### config.mk
export PLATFORM = sky130hd
export DESIGN_NAME = axil_regfile_flat
export DESIGN_NICKNAME = d
export VERILOG_FILES = /design/src/rtl/axil_pkg.sv /design/src/rtl/axil_regfile_if.sv /design/src/rtl/axil_wjoin.sv /design/src/rtl/axil_regfile.sv /design/src/flat_wrapper.sv
export SDC_FILE = /design/constraint.sdc
export NUM_CORES = 1
export LEC_CHECK = 0
export CAP_MARGIN = 20
export CORE_AREA = 2 2 445 447
export DETAILED_ROUTE_END_ITERATION = 8
export DIE_AREA = 0 0 447 449
export GPL_ROUTABILITY_DRIVEN = 0
export GPL_TIMING_DRIVEN = 0
export PLACE_DENSITY_LB_ADDON = 0.08
export SYNTH_ARGS = -nofsm -noshare
export SYNTH_HDL_FRONTEND = slang
export SYNTH_SLANG_ARGS = --single-unit
### constraint.sdc
create_clock -name clk -period 3.1 [get_ports clk]
set_input_delay 0.775 -clock clk [delete_from_list [all_inputs] [get_ports clk]]
set_output_delay 0.775 -clock clk [all_outputs]
set_load 0.02 [all_outputs]
### src/rtl/axil_pkg.sv
// axil_pkg: response/state types and index-width helper shared by the axil_regfile slice
package axil_pkg;
  typedef enum logic [1:0] {OKAY = 2'b00, SLVERR = 2'b10} resp_t;
  typedef enum logic {W_IDLE, W_RESP} wstate_t;
  typedef enum logic {R_IDLE, R_RESP} rstate_t;
  function automatic int idx_bits(input int n);
    return (n < 2) ? 1 : $clog2(n);
  endfunction
endpackage

### src/rtl/axil_regfile_if.sv
// axil_regfile_if: AXI4-Lite bus between an interconnect master and the register file slave
interface axil_regfile_if #(
  parameter int DW = 32,
  parameter int AW = 12
);
  logic          awvalid, awready;
  logic [AW-1:0] awaddr;
  logic          wvalid, wready;
  logic [DW-1:0] wdata;
  logic [DW/8-1:0] wstrb;
  logic          bvalid, bready;
  logic [1:0]    bresp;
  logic          arvalid, arready;
  logic [AW-1:0] araddr;
  logic          rvalid, rready;
  logic [DW-1:0] rdata;
  logic [1:0]    rresp;
  modport master (
    output awvalid, awaddr, wvalid, wdata, wstrb, bready, arvalid, araddr, rready,
    input  awready, wready, bvalid, bresp, arready, rvalid, rdata, rresp
  );
  modport slave (
    input  awvalid, awaddr, wvalid, wdata, wstrb, bready, arvalid, araddr, rready,
    output awready, wready, bvalid, bresp, arready, rvalid, rdata, rresp
  );
endinterface

### src/rtl/axil_wjoin.sv
// axil_wjoin: joins AW and W in any order, runs the write FSM and B channel, strobes accepted commits
module axil_wjoin import axil_pkg::*; #(
  parameter int DW = 32,
  parameter int AW = 12,
  parameter int REG_NUM = 16,
  parameter logic [REG_NUM-1:0] RO_MASK = '0,
  localparam int LSB = $clog2(DW/8),
  localparam int WI = AW - LSB,
  localparam int IW = idx_bits(REG_NUM)
) (
  input  logic            clk,
  input  logic            rst,
  axil_regfile_if.slave   bus,
  output logic            we,
  output logic [IW-1:0]   widx,
  output logic [DW-1:0]   wdat,
  output logic [DW/8-1:0] wstb
);
  wstate_t st;
  logic aw_got, w_got, hit, ok;
  logic [WI-1:0] word;
  assign hit = st == W_IDLE && aw_got && w_got;
  assign widx = word[IW-1:0];
  assign ok = ({1'b0, word} < (WI+1)'(REG_NUM)) && !RO_MASK[widx];
  assign we = hit && ok;
  assign bus.awready = st == W_IDLE && !aw_got;
  assign bus.wready = st == W_IDLE && !w_got;
  // Both flags are set only while their ready is low, so commit and latch never collide
  always_ff @(posedge clk)
    if (rst) begin
      st <= W_IDLE;
      aw_got <= 1'b0;
      w_got <= 1'b0;
      word <= '0;
      wdat <= '0;
      wstb <= '0;
      bus.bvalid <= 1'b0;
      bus.bresp <= OKAY;
    end else if (st == W_IDLE) begin
      if (hit) begin
        st <= W_RESP;
        aw_got <= 1'b0;
        w_got <= 1'b0;
        bus.bvalid <= 1'b1;
        bus.bresp <= ok ? OKAY : SLVERR;
      end
      if (bus.awvalid && bus.awready) begin
        aw_got <= 1'b1;
        word <= bus.awaddr[AW-1:LSB];
      end
      if (bus.wvalid && bus.wready) begin
        w_got <= 1'b1;
        wdat <= bus.wdata;
        wstb <= bus.wstrb;
      end
    end else if (bus.bready) begin
      st <= W_IDLE;
      bus.bvalid <= 1'b0;
    end
endmodule

### src/rtl/axil_regfile.sv
// axil_regfile: AXI4-Lite register file with byte-strobed RW registers and hardware-sourced RO registers.
// Define AXIL_REGFILE_WPULSE_EN to add the per-register wr_pulse output.
module axil_regfile import axil_pkg::*; #(
  parameter int DW = 32,
  parameter int AW = 12,
  parameter int REG_NUM = 16,
  parameter logic [REG_NUM-1:0] RO_MASK = '0
) (
  input  logic                         clk,
  input  logic                         reset,
  axil_regfile_if.slave                bus,
  output logic [REG_NUM-1:0][DW-1:0]   regs_o,
  input  logic [REG_NUM-1:0][DW-1:0]   status_i
`ifdef AXIL_REGFILE_WPULSE_EN
  ,
  output logic [REG_NUM-1:0]           wr_pulse
`endif
);
  localparam int LSB = $clog2(DW/8);
  localparam int WI = AW - LSB;
  localparam int IW = idx_bits(REG_NUM);
  if (DW != 32 && DW != 64) begin : g_dw_chk
    $error("axil_regfile: DW must be 32 or 64");
  end
  if (REG_NUM < 2) begin : g_num_chk
    $error("axil_regfile: REG_NUM must be at least 2");
  end
  if (AW < $clog2(REG_NUM) + LSB) begin : g_aw_chk
    $error("axil_regfile: AW too small to address REG_NUM registers");
  end
  if ($bits(RO_MASK) != REG_NUM) begin : g_mask_chk
    $error("axil_regfile: RO_MASK width must equal REG_NUM");
  end
  logic [REG_NUM-1:0][DW-1:0] regs;
  logic we, rin, unused;
  logic [IW-1:0] widx, ridx;
  logic [DW-1:0] wdat;
  logic [DW/8-1:0] wstb;
  logic [WI-1:0] rword;
  rstate_t rs;
  axil_wjoin #(.DW(DW), .AW(AW), .REG_NUM(REG_NUM), .RO_MASK(RO_MASK)) u_wjoin (
    .clk(clk), .rst(reset), .bus(bus), .we(we), .widx(widx), .wdat(wdat), .wstb(wstb)
  );
  always_ff @(posedge clk)
    if (reset) regs <= '0;
    else if (we)
      for (int b = 0; b < DW/8; b++)
        if (wstb[b]) regs[widx][8*b +: 8] <= wdat[8*b +: 8];
  always_comb
    for (int i = 0; i < REG_NUM; i++) regs_o[i] = RO_MASK[i] ? '0 : regs[i];
  assign rword = bus.araddr[AW-1:LSB];
  assign ridx = rword[IW-1:0];
  assign rin = {1'b0, rword} < (WI+1)'(REG_NUM);
  assign bus.arready = rs == R_IDLE;
  assign unused = ^{bus.araddr[LSB-1:0], bus.awaddr[LSB-1:0]};
  // regs is sampled before any same-edge commit lands, giving read-before-write ordering
  always_ff @(posedge clk)
    if (reset) begin
      rs <= R_IDLE;
      bus.rvalid <= 1'b0;
      bus.rdata <= '0;
      bus.rresp <= OKAY;
    end else if (rs == R_IDLE) begin
      if (bus.arvalid) begin
        rs <= R_RESP;
        bus.rvalid <= 1'b1;
        bus.rresp <= rin ? OKAY : SLVERR;
        bus.rdata <= !rin ? '0 : RO_MASK[ridx] ? status_i[ridx] : regs[ridx];
      end
    end else if (bus.rready) begin
      rs <= R_IDLE;
      bus.rvalid <= 1'b0;
    end
`ifdef AXIL_REGFILE_WPULSE_EN
  always_ff @(posedge clk)
    if (reset) wr_pulse <= '0;
    else wr_pulse <= we ? (REG_NUM'(1) << widx) : '0;
`endif
endmodule

### src/flat_wrapper.sv
// flat-port wrapper written by rule: the top's interface ports become plain ports
module axil_regfile_flat import axil_pkg::*;
#(
  parameter int DW = 32,
  parameter int AW = 12,
  parameter int REG_NUM = 16,
  parameter logic [REG_NUM-1:0] RO_MASK = '0
)
  (clk, reset, regs_o, status_i, bus_awvalid, bus_awaddr, bus_wvalid, bus_wdata, bus_wstrb, bus_bready, bus_arvalid, bus_araddr, bus_rready, bus_awready, bus_wready, bus_bvalid, bus_bresp, bus_arready, bus_rvalid, bus_rdata, bus_rresp);
  axil_regfile_if #(.DW(DW), .AW(AW)) bus_i ();
  input  logic clk;
  input  logic reset;
  output logic [REG_NUM-1:0][DW-1:0] regs_o;
  input  logic [REG_NUM-1:0][DW-1:0] status_i;
  input wire logic [$bits(bus_i.awvalid)-1:0] bus_awvalid;
  input wire logic [$bits(bus_i.awaddr)-1:0] bus_awaddr;
  input wire logic [$bits(bus_i.wvalid)-1:0] bus_wvalid;
  input wire logic [$bits(bus_i.wdata)-1:0] bus_wdata;
  input wire logic [$bits(bus_i.wstrb)-1:0] bus_wstrb;
  input wire logic [$bits(bus_i.bready)-1:0] bus_bready;
  input wire logic [$bits(bus_i.arvalid)-1:0] bus_arvalid;
  input wire logic [$bits(bus_i.araddr)-1:0] bus_araddr;
  input wire logic [$bits(bus_i.rready)-1:0] bus_rready;
  output wire logic [$bits(bus_i.awready)-1:0] bus_awready;
  output wire logic [$bits(bus_i.wready)-1:0] bus_wready;
  output wire logic [$bits(bus_i.bvalid)-1:0] bus_bvalid;
  output wire logic [$bits(bus_i.bresp)-1:0] bus_bresp;
  output wire logic [$bits(bus_i.arready)-1:0] bus_arready;
  output wire logic [$bits(bus_i.rvalid)-1:0] bus_rvalid;
  output wire logic [$bits(bus_i.rdata)-1:0] bus_rdata;
  output wire logic [$bits(bus_i.rresp)-1:0] bus_rresp;
  assign bus_i.awvalid = bus_awvalid;
  assign bus_i.awaddr = bus_awaddr;
  assign bus_i.wvalid = bus_wvalid;
  assign bus_i.wdata = bus_wdata;
  assign bus_i.wstrb = bus_wstrb;
  assign bus_i.bready = bus_bready;
  assign bus_i.arvalid = bus_arvalid;
  assign bus_i.araddr = bus_araddr;
  assign bus_i.rready = bus_rready;
  assign bus_awready = bus_i.awready;
  assign bus_wready = bus_i.wready;
  assign bus_bvalid = bus_i.bvalid;
  assign bus_bresp = bus_i.bresp;
  assign bus_arready = bus_i.arready;
  assign bus_rvalid = bus_i.rvalid;
  assign bus_rdata = bus_i.rdata;
  assign bus_rresp = bus_i.rresp;
  axil_regfile #(.DW(DW), .AW(AW), .REG_NUM(REG_NUM), .RO_MASK(RO_MASK)) u_core (.clk(clk), .reset(reset), .bus(bus_i), .regs_o(regs_o), .status_i(status_i));
endmodule
; ---- Yosys cells after proc, flatten, opt, wreduce, memory -nomap -nowiden
; Memory sizes are Yosys's and may differ from the RTL's. A register that Yosys moved wholly into a read port is not among the register bits.
; Cells that the tools add are included.
[word_totals]
ff_bits = 600
latch_bits = 0
mem_bits_rw = 0
rom_bits = 32
input_bits = 579
output_inout_bits = 553
elab_cells = 112
mem_count = 2
[classes]
addsub = 0
mul = 0
div = 0
magnitude_cmp = 5
eq_ne = 2
shift = 0
muxes = 49
bitwise_logic = 2
n_reduce_logical = 24
[memory_table]
columns = memory, depth, width, rd, rd_ports_with_merged_regs, write_ports, line
row1 = (name not given), 16, 1, 1, 0, 0, axil_regfile.sv:68  ; bus.rdata <= !rin ? '0 : RO_MASK[ridx] ? status_i[ridx] : regs[ridx];
row2 = (name not given), 16, 1, 1, 1, 0, axil_wjoin.sv:24  ; assign ok = ({1'b0, word} < (WI+1)'(REG_NUM)) && !RO_MASK[widx];
[op_table]
columns = cell, count
row1 = $mux 512, 10
row2 = $bwmux 512, 4
row3 = $demux 32 s4, 4
row4 = $bmux 32 s4, 2
row5 = $mux 32, 5
row6 = $mux 24, 1
row7 = $lt 10x5->1 const B, 2
row8 = $mux 1, 17
row9 = $mux 16, 1
row10 = $reduce_and 2->1, 8
row11 = $lt 4x5->1 const B, 2
row12 = $logic_and 1x1->1, 9
row13 = $mux 4, 2
row14 = $mux 8, 1
row15 = $reduce_bool 2->1, 4
row16 = $ge 4x1->1 const B, 1
row17 = $mux 2, 2
row18 = $ne 2x2->1 const B, 2
row19 = $logic_not 1->1, 3
row20 = $not 1->1, 2

; ---- Depth between registers and ports, before layout
; Gate-level depths: netlist (run 1).
[depth]
depth_word = 18
ltp_mapped = 7
ltp_nobuf = 4

; ---- Worst setup path before layout (run 1)
; No wires, ideal clock.
[synth_timing]
path_type = input to register
startpoint = input port bus_araddr[2]
endpoint = register u_core.bus.rdata[31]
setup_time_ps = 122
arrival_time_ps = 2479
required_time_ps = 2978
slack_ps = 500
path_stages = 7
n_path_buf = 3
cell_sequence = buf_2 buf_1 buf_2 mux4_2 mux2i_1 nor2_1 a221o_1
[synth_between]
elab_chain_len = 4
elab_cells_between_ends = 9
classes_between = order compare: 1 / mux: 7 / memory: 1
[synth_lines]
columns = element, line
row1 = start: declaration, flat_wrapper.sv:22  ; input wire logic [$bits(bus_i.araddr)-1:0] bus_araddr;
row2 = $mem_v2 16x1 or $bmux 32 s4 (tied branches), -
row3 = $mux 1 (not written as such) or $mux 32 (tied branches), axil_regfile.sv:68
row4 = $mux 32, axil_regfile.sv:68
row5 = $mux 32 *, axil_regfile.sv:68
row6 = end signal: assignment, axil_regfile.sv:68
row7 = end: declaration, axil_regfile_if.sv:24  ; output awready, wready, bvalid, bresp, arready, rvalid, rdata, rresp
; Mark *: on every way between the ends. The rest lies on a longest branch, timed or not. The select of a mux whose other input is x is not followed.
; A chain may end at the register's enable or synchronous reset.

==> run metrics, run 1 <==
# setup viols final=0; number of global-route vias before repair=22,419; worst path arrival time=3660 ps; clock sinks=598; initial antenna violation count=28; clk_skew=27.8 ps; Worst Path Required=3700 ps; DR WL/cell=31.6 µm; total grt overflow=0; worst-margin pin slew=1200 ps; Synth cell types=42; routing usage on met2=32.6%; Slew Limit Fails=0; TritonRoute pass-1 iters=5; Final min period=3060 ps; most common flop cell mapped by yosys=dfxtp_1; run status=finished clean; initial DRC count=1,023; vias per cell=3.69; # rows=163; total CTS buffers=87; area leader, netlist=dfxtp_1; DRC viols=0; share of cells above drive strength 1=16.1%; nets=3,693; crit-path max FO=7; reg2reg path depth=6; DR vias=21,546; Power Total=19.4 mW; final worst-path cycle share=98.8%; Root Driver=clkbuf_16; Clk Latency, worst-skew pair=700 ps; die area=201,000 µm²; register area share after synthesis=44.0%; HP Class=flip-flop to flip-flop; Setup TNS=0 ps; Yosys warnings=0; Area Growth Syn to Fin=46.7%; Post-Synthesis Cells=2,390; filler cell count=21,450; crit path to=u_core.bus.rdata[9]; DRT Wirelength=184 mm; Synth top cells by count=dfxtp_1 (598), mux2i_1 (544), nand2b_1 (514); Synth Register Bits=598; first-pass GRT wire length=236 mm; Post-synth EDFFs=0; mean area per synthesized cell=11.4 µm²; I/O Pins=1,132; Max H-tree Level=3; top-count cell post-synth=dfxtp_1; GR peak layer=met2; Die W=447 µm; Reg2Reg Launch Point=u_core.u_wjoin.word[5]; Critical Path Start=reset; Hold Path Stages=2; CP Launch Type=input port; max-cap viol count=0; Post-synth ARST share=0%; reg-to-reg endpoint=u_core.regs_o[441]; WS Path Type=input port to flip-flop; Final HPWL DP=141 mm; Max IR drop VDD=355 µV; CORE AREA=196,000 µm²; clock transition at the registers of the reported paths=60 ps; largest net degree at the start of global routing=12; Final ANT Viol Nets=0; WHS=448 ps; Mapped Area=27,200 µm²; r2r setup slk=180 ps; critical path endpoint category=flip-flop; CTS tree=yes; CTS Buffer Depth=3; Starting Density=13.9%; share of the synthesized area in the top cell type=44.0%; Synth area leaders=dfxtp_1 (44%), mux2i_1 (20%), nand2b_1 (12%), mux4_2 (11%), clkbuf_1 (2.1%); P per Cell Area=485 nW/µm²; grt met3 use=2.19%; Final Hold Vio Count=0; Leakage=16.5 nW; Slew headroom=20.0%; total track usage=17.9%; fmax=327 MHz; I/O Buffers=610; met1 usage=21.5%; Die Y=449 µm
## sequential cells by signal, summed over array words and instances, names as in the netlist
register	count
u_core.u_wjoin.bus.bresp	1
u_core.u_wjoin.wdat	32
u_core.bus.rdata	32
u_core.bus.rvalid	1
u_core.rs	1
u_core.regs_o	512
u_core.u_wjoin.wstb	4
u_core.bus.rresp	1
u_core.u_wjoin.st	1
u_core.u_wjoin.bus.bvalid	1
u_core.u_wjoin.w_got	1
u_core.u_wjoin.word	10
u_core.u_wjoin.aw_got	1
## area by class of cell
cell class | instances | area [µm²] | area share [%]
Multi-Input combinational cell | 1579 | 14200 | 35.6
Sequential cell | 598 | 12000 | 30.0
Timing Repair Buffer | 634 | 6470 | 16.2
Tap cell | 2640 | 3300 | 8.27
Clock buffer | 126 | 2520 | 6.32
Buffer | 212 | 1120 | 2.81
Clock inverter | 26 | 285 | 0.715
Antenna cell | 16 | 40.0 | 0.100
Inverter | 2 | 7.51 | 0.0188
## worst max-delay path, stage by stage
cell             delay, ps
clkdlybuf4s50_1        640
nor3b_1                360
and4b_1                240
clkbuf_1               670
clkbuf_1               520
buf_8                  250
a22oi_1                 90
o21ai_0                 80
## worst min path at each step
stage | start | to | slack, ps
5_1_grt | u_core.u_wjoin.wdat[26] | u_core.u_wjoin.wdat[26] | 470
3_3_place_gp | u_core.u_wjoin.word[4] | u_core.u_wjoin.word[4] | 440
4_1_cts | u_core.u_wjoin.word[4] | u_core.u_wjoin.word[4] | 450
6_report | u_core.u_wjoin.word[4] | u_core.u_wjoin.word[4] | 450
3_5_place_dp | u_core.u_wjoin.word[4] | u_core.u_wjoin.word[4] | 440
2_1_floorplan | u_core.u_wjoin.word[4] | u_core.u_wjoin.word[4] | 430
## layer usage
metal  wire (µm)  up-vias
met5          17        -
li1            -     9799
met4        5700        2
met3        6260      174
met2       95800      548
met1       76300    11023
## kinds of logic after synthesis
family | count (synthesis) | synth area share [%]
compound gates | 106 | 2.36
buf+inv | 214 | 3.89
flops | 598 | 44.0
mux | 704 | 31.9
other cells | 1 | 0.0138
simple gates | 767 | 17.8
## stage by stage
step	setup slack (ps)	utilization [%]	instances	cell area (µm²)
after floorplan	500	-	2391	27200
after global placement	-2300	18.7	5641	36600
after detailed placement	-1230	18.9	5663	37000
after CTS	-0.356	20.3	5817	39900
after global routing	-0.349	20.3	5821	39900
final	37.5	20.3	5833	39900
## power breakdown
part | total, mW | leakage, nW | switching (mW) | internal (mW)
sequential | 7.77 | 4.82 | 0.0340 | 7.73
combinational | 1.36 | 10.3 | 0.923 | 0.435
clock | 10.2 | 1.38 | 4.20 | 6.03
## timing repair
action                                  CTS  global route
resized for setup                        23            17
hold buffers                              0             0
buffers inserted                          2             0
endpoints found under the setup margin  425            51
pin swaps                                 1             0
## cell usage in the layout (no fill, tap or decap), types with 32 or more instances in the layout
cell type,synthesis,layout
clkbuf_2,0,41
clkbuf_1,149,125
dfxtp_1,598,598
clkbuf_16,0,88
mux2_2,32,32
mux4_2,128,128
a21oi_1,50,50
nand2b_1,514,514
nand2_1,99,99
mux2i_1,544,544
clkdlybuf4s50_1,0,610
Note: power is estimated with default switching activity, not from simulation.
==> run 2: changes to the inputs <==
Clock period 3.1 ns to 3.45 ns, I/O delays scaled along.
==> run metrics, run 2 (synthesis results as in run 1) <==
Slew headroom=20.4% (+0.36 points); total grt overflow=0 (unchanged); WHS=448 ps (+0.208 ps); initial DRC count=1,042 (+1.9%); Slew Limit Fails=0 (unchanged); reg2reg path depth=6 (unchanged); vias per cell=3.70 (+0.10%); Leakage=16.5 nW (-0.27%); final setup margin=170 ps (+132 ps); Final HPWL DP=141 mm (unchanged); Max IR drop VDD=317 µV (-11%); most frequent cells in the layout=clkdlybuf4s50_1 (610), dfxtp_1 (598), mux2i_1 (544), nand2b_1 (514), clkbuf_1 (135); reg-to-reg endpoint=u_core.regs_o[441]; DRC viols=0 (unchanged); Die W=447 µm (unchanged); Starting Density=13.9% (unchanged); Placement Setup Slack=-971 ps (+263 ps); Power Total=17.4 mW (-10%); final worst-path cycle share=95.1%; Final Hold Vio Count=0 (unchanged); run status=finished clean; Clk Latency, worst-skew pair=700 ps (about the same); I/O Pins=1,132 (unchanged); I/O Buffers=610 (unchanged); RSZ-0062 raised after global routing=false; worst path arrival time=3900 ps (+240 ps); crit path buf inv count=2 (-2); Critical Path Start=reset; share of cells above drive strength 1=15.7% (-0.46 points); Reg2Reg Launch Point=u_core.u_wjoin.word[5]; crit-path max FO=10 (+3); crit path to=u_core.bus.rdata[20]; Setup TNS=0 ps (unchanged); # rows=163 (unchanged); CP Launch Type=input port; Worst Path Required=4070 ps (+370 ps); first-pass GRT wire length=236 mm (about the same); Final ANT Viol Nets=0 (unchanged); r2r setup slk=500 ps (+320 ps); clk_skew=30.8 ps (+2.97 ps); total CTS buffers=87 (unchanged); DR vias=21,579 (+0.15%); CORE AREA=196,000 µm² (unchanged); # setup viols final=0 (unchanged); Max H-tree Level=3 (unchanged); peak per-stage delay on the critical path=770 ps (+100 ps); hold_buf cts=0 (unchanged); Largest register FFs=512 (unchanged); DR WL/cell=31.5 µm (-0.20%); CP top delay family=simple AND/OR/NAND/NOR gates; critical path endpoint category=flip-flop; Die Y=449 µm (unchanged); CTS Buffer Depth=3 (unchanged); CTS tree=yes; nets=3,690 (-0.081%); most common cell after layout, fill and taps aside=clkdlybuf4s50_1; CP max stage cell=nand4_1; fmax=305 MHz; max-cap viol count=0 (unchanged); HP Class=flip-flop to flip-flop; cell depth of the worst setup path=6 (-2); Final min period=3280 ps; clock transition at the registers of the reported paths=60 ps (about the same); number of global-route vias before repair=22,412 (-0.031%); largest net degree at the start of global routing=14 (+2); WS Path Type=input port to flip-flop; worst-margin pin slew=1190 ps (-5.47 ps); TritonRoute pass-1 iters=5 (unchanged); die area=201,000 µm² (unchanged); P per Cell Area=436 nW/µm² (-10%); clock sinks=598 (unchanged); Area Growth Syn to Fin=46.6% (about the same); initial antenna violation count=29 (+3.6%); DRT Wirelength=184 mm (-0.15%); total track usage=17.9% (-0.020 points); Root Driver=clkbuf_16; worst path cell trace=clkdlybuf4s50_1 > nor3b_1 > nand4_1 > clkbuf_2 > nor2_1 > a221o_1
-- run 2: worst min-delay path by stage --
stage | start | endpoint | slack, ps | cells after the start
6_report | u_core.u_wjoin.word[4] | u_core.u_wjoin.word[4] | 450 | 2
2_1_floorplan | u_core.u_wjoin.word[4] | u_core.u_wjoin.word[4] | 430 | 2
3_5_place_dp | u_core.u_wjoin.word[4] | u_core.u_wjoin.word[4] | 440 | 2
5_1_grt | u_core.u_wjoin.wdat[26] | u_core.u_wjoin.wdat[26] | 470 | 2
3_3_place_gp | u_core.u_wjoin.word[4] | u_core.u_wjoin.word[4] | 440 | 2
4_1_cts | u_core.u_wjoin.word[4] | u_core.u_wjoin.word[4] | 450 | 2
-- run 2: per-layer routing --
metal	global-route usage (%)	up-vias	share of wire (%)
li1	-	9795	-
met4	5.92	2	3.1
met2	32.7	574	52
met1	21.5	11033	41
met3	2.17	175	3.3
met5	0	-	0.0092
-- run 2: power by group --
part	switching, mW	internal, mW	total, mW	leakage, nW
Combinational	0.828	0.389	1.22	10.3
Clock	3.77	5.42	9.19	1.38
Sequential	0.0302	6.95	6.98	4.82
-- run 2: repair_timing --
action	CTS	global route
pin swaps	0	0
endpoints found under the setup margin	153	40
buffers inserted	0	0
gates resized for setup	12	7
-- run 2: layout make-up --
type,instances,area [µm²]
clock inverter,26,285
sequential,598,12000
inverter,2,7.51
antenna,22,55.1
multi-input combinational,1579,14200
tap,2640,3300
fill,21453,156000
buffer,211,1100
clock buffer,126,2520
timing repair buffer,632,6450
-- run 2: worst reg2reg max path, stage by stage (launching register included) --
cell	delay, ps
dfxtp_1	310
or4_4	540
buf_6	160
nor4_4	770
buf_6	330
nand2_2	420
mux2i_1	250
-- run 2: stage by stage --
step	instances	utilization [%]	cell area [µm²]
2_1_floorplan	2391	-	27200
3_3_place_gp	5641	18.7	36600
3_5_place_dp	5663	18.9	37000
4_1_cts	5814	20.3	39800
5_1_grt	5818	20.3	39900
6_report	5836	20.3	39900
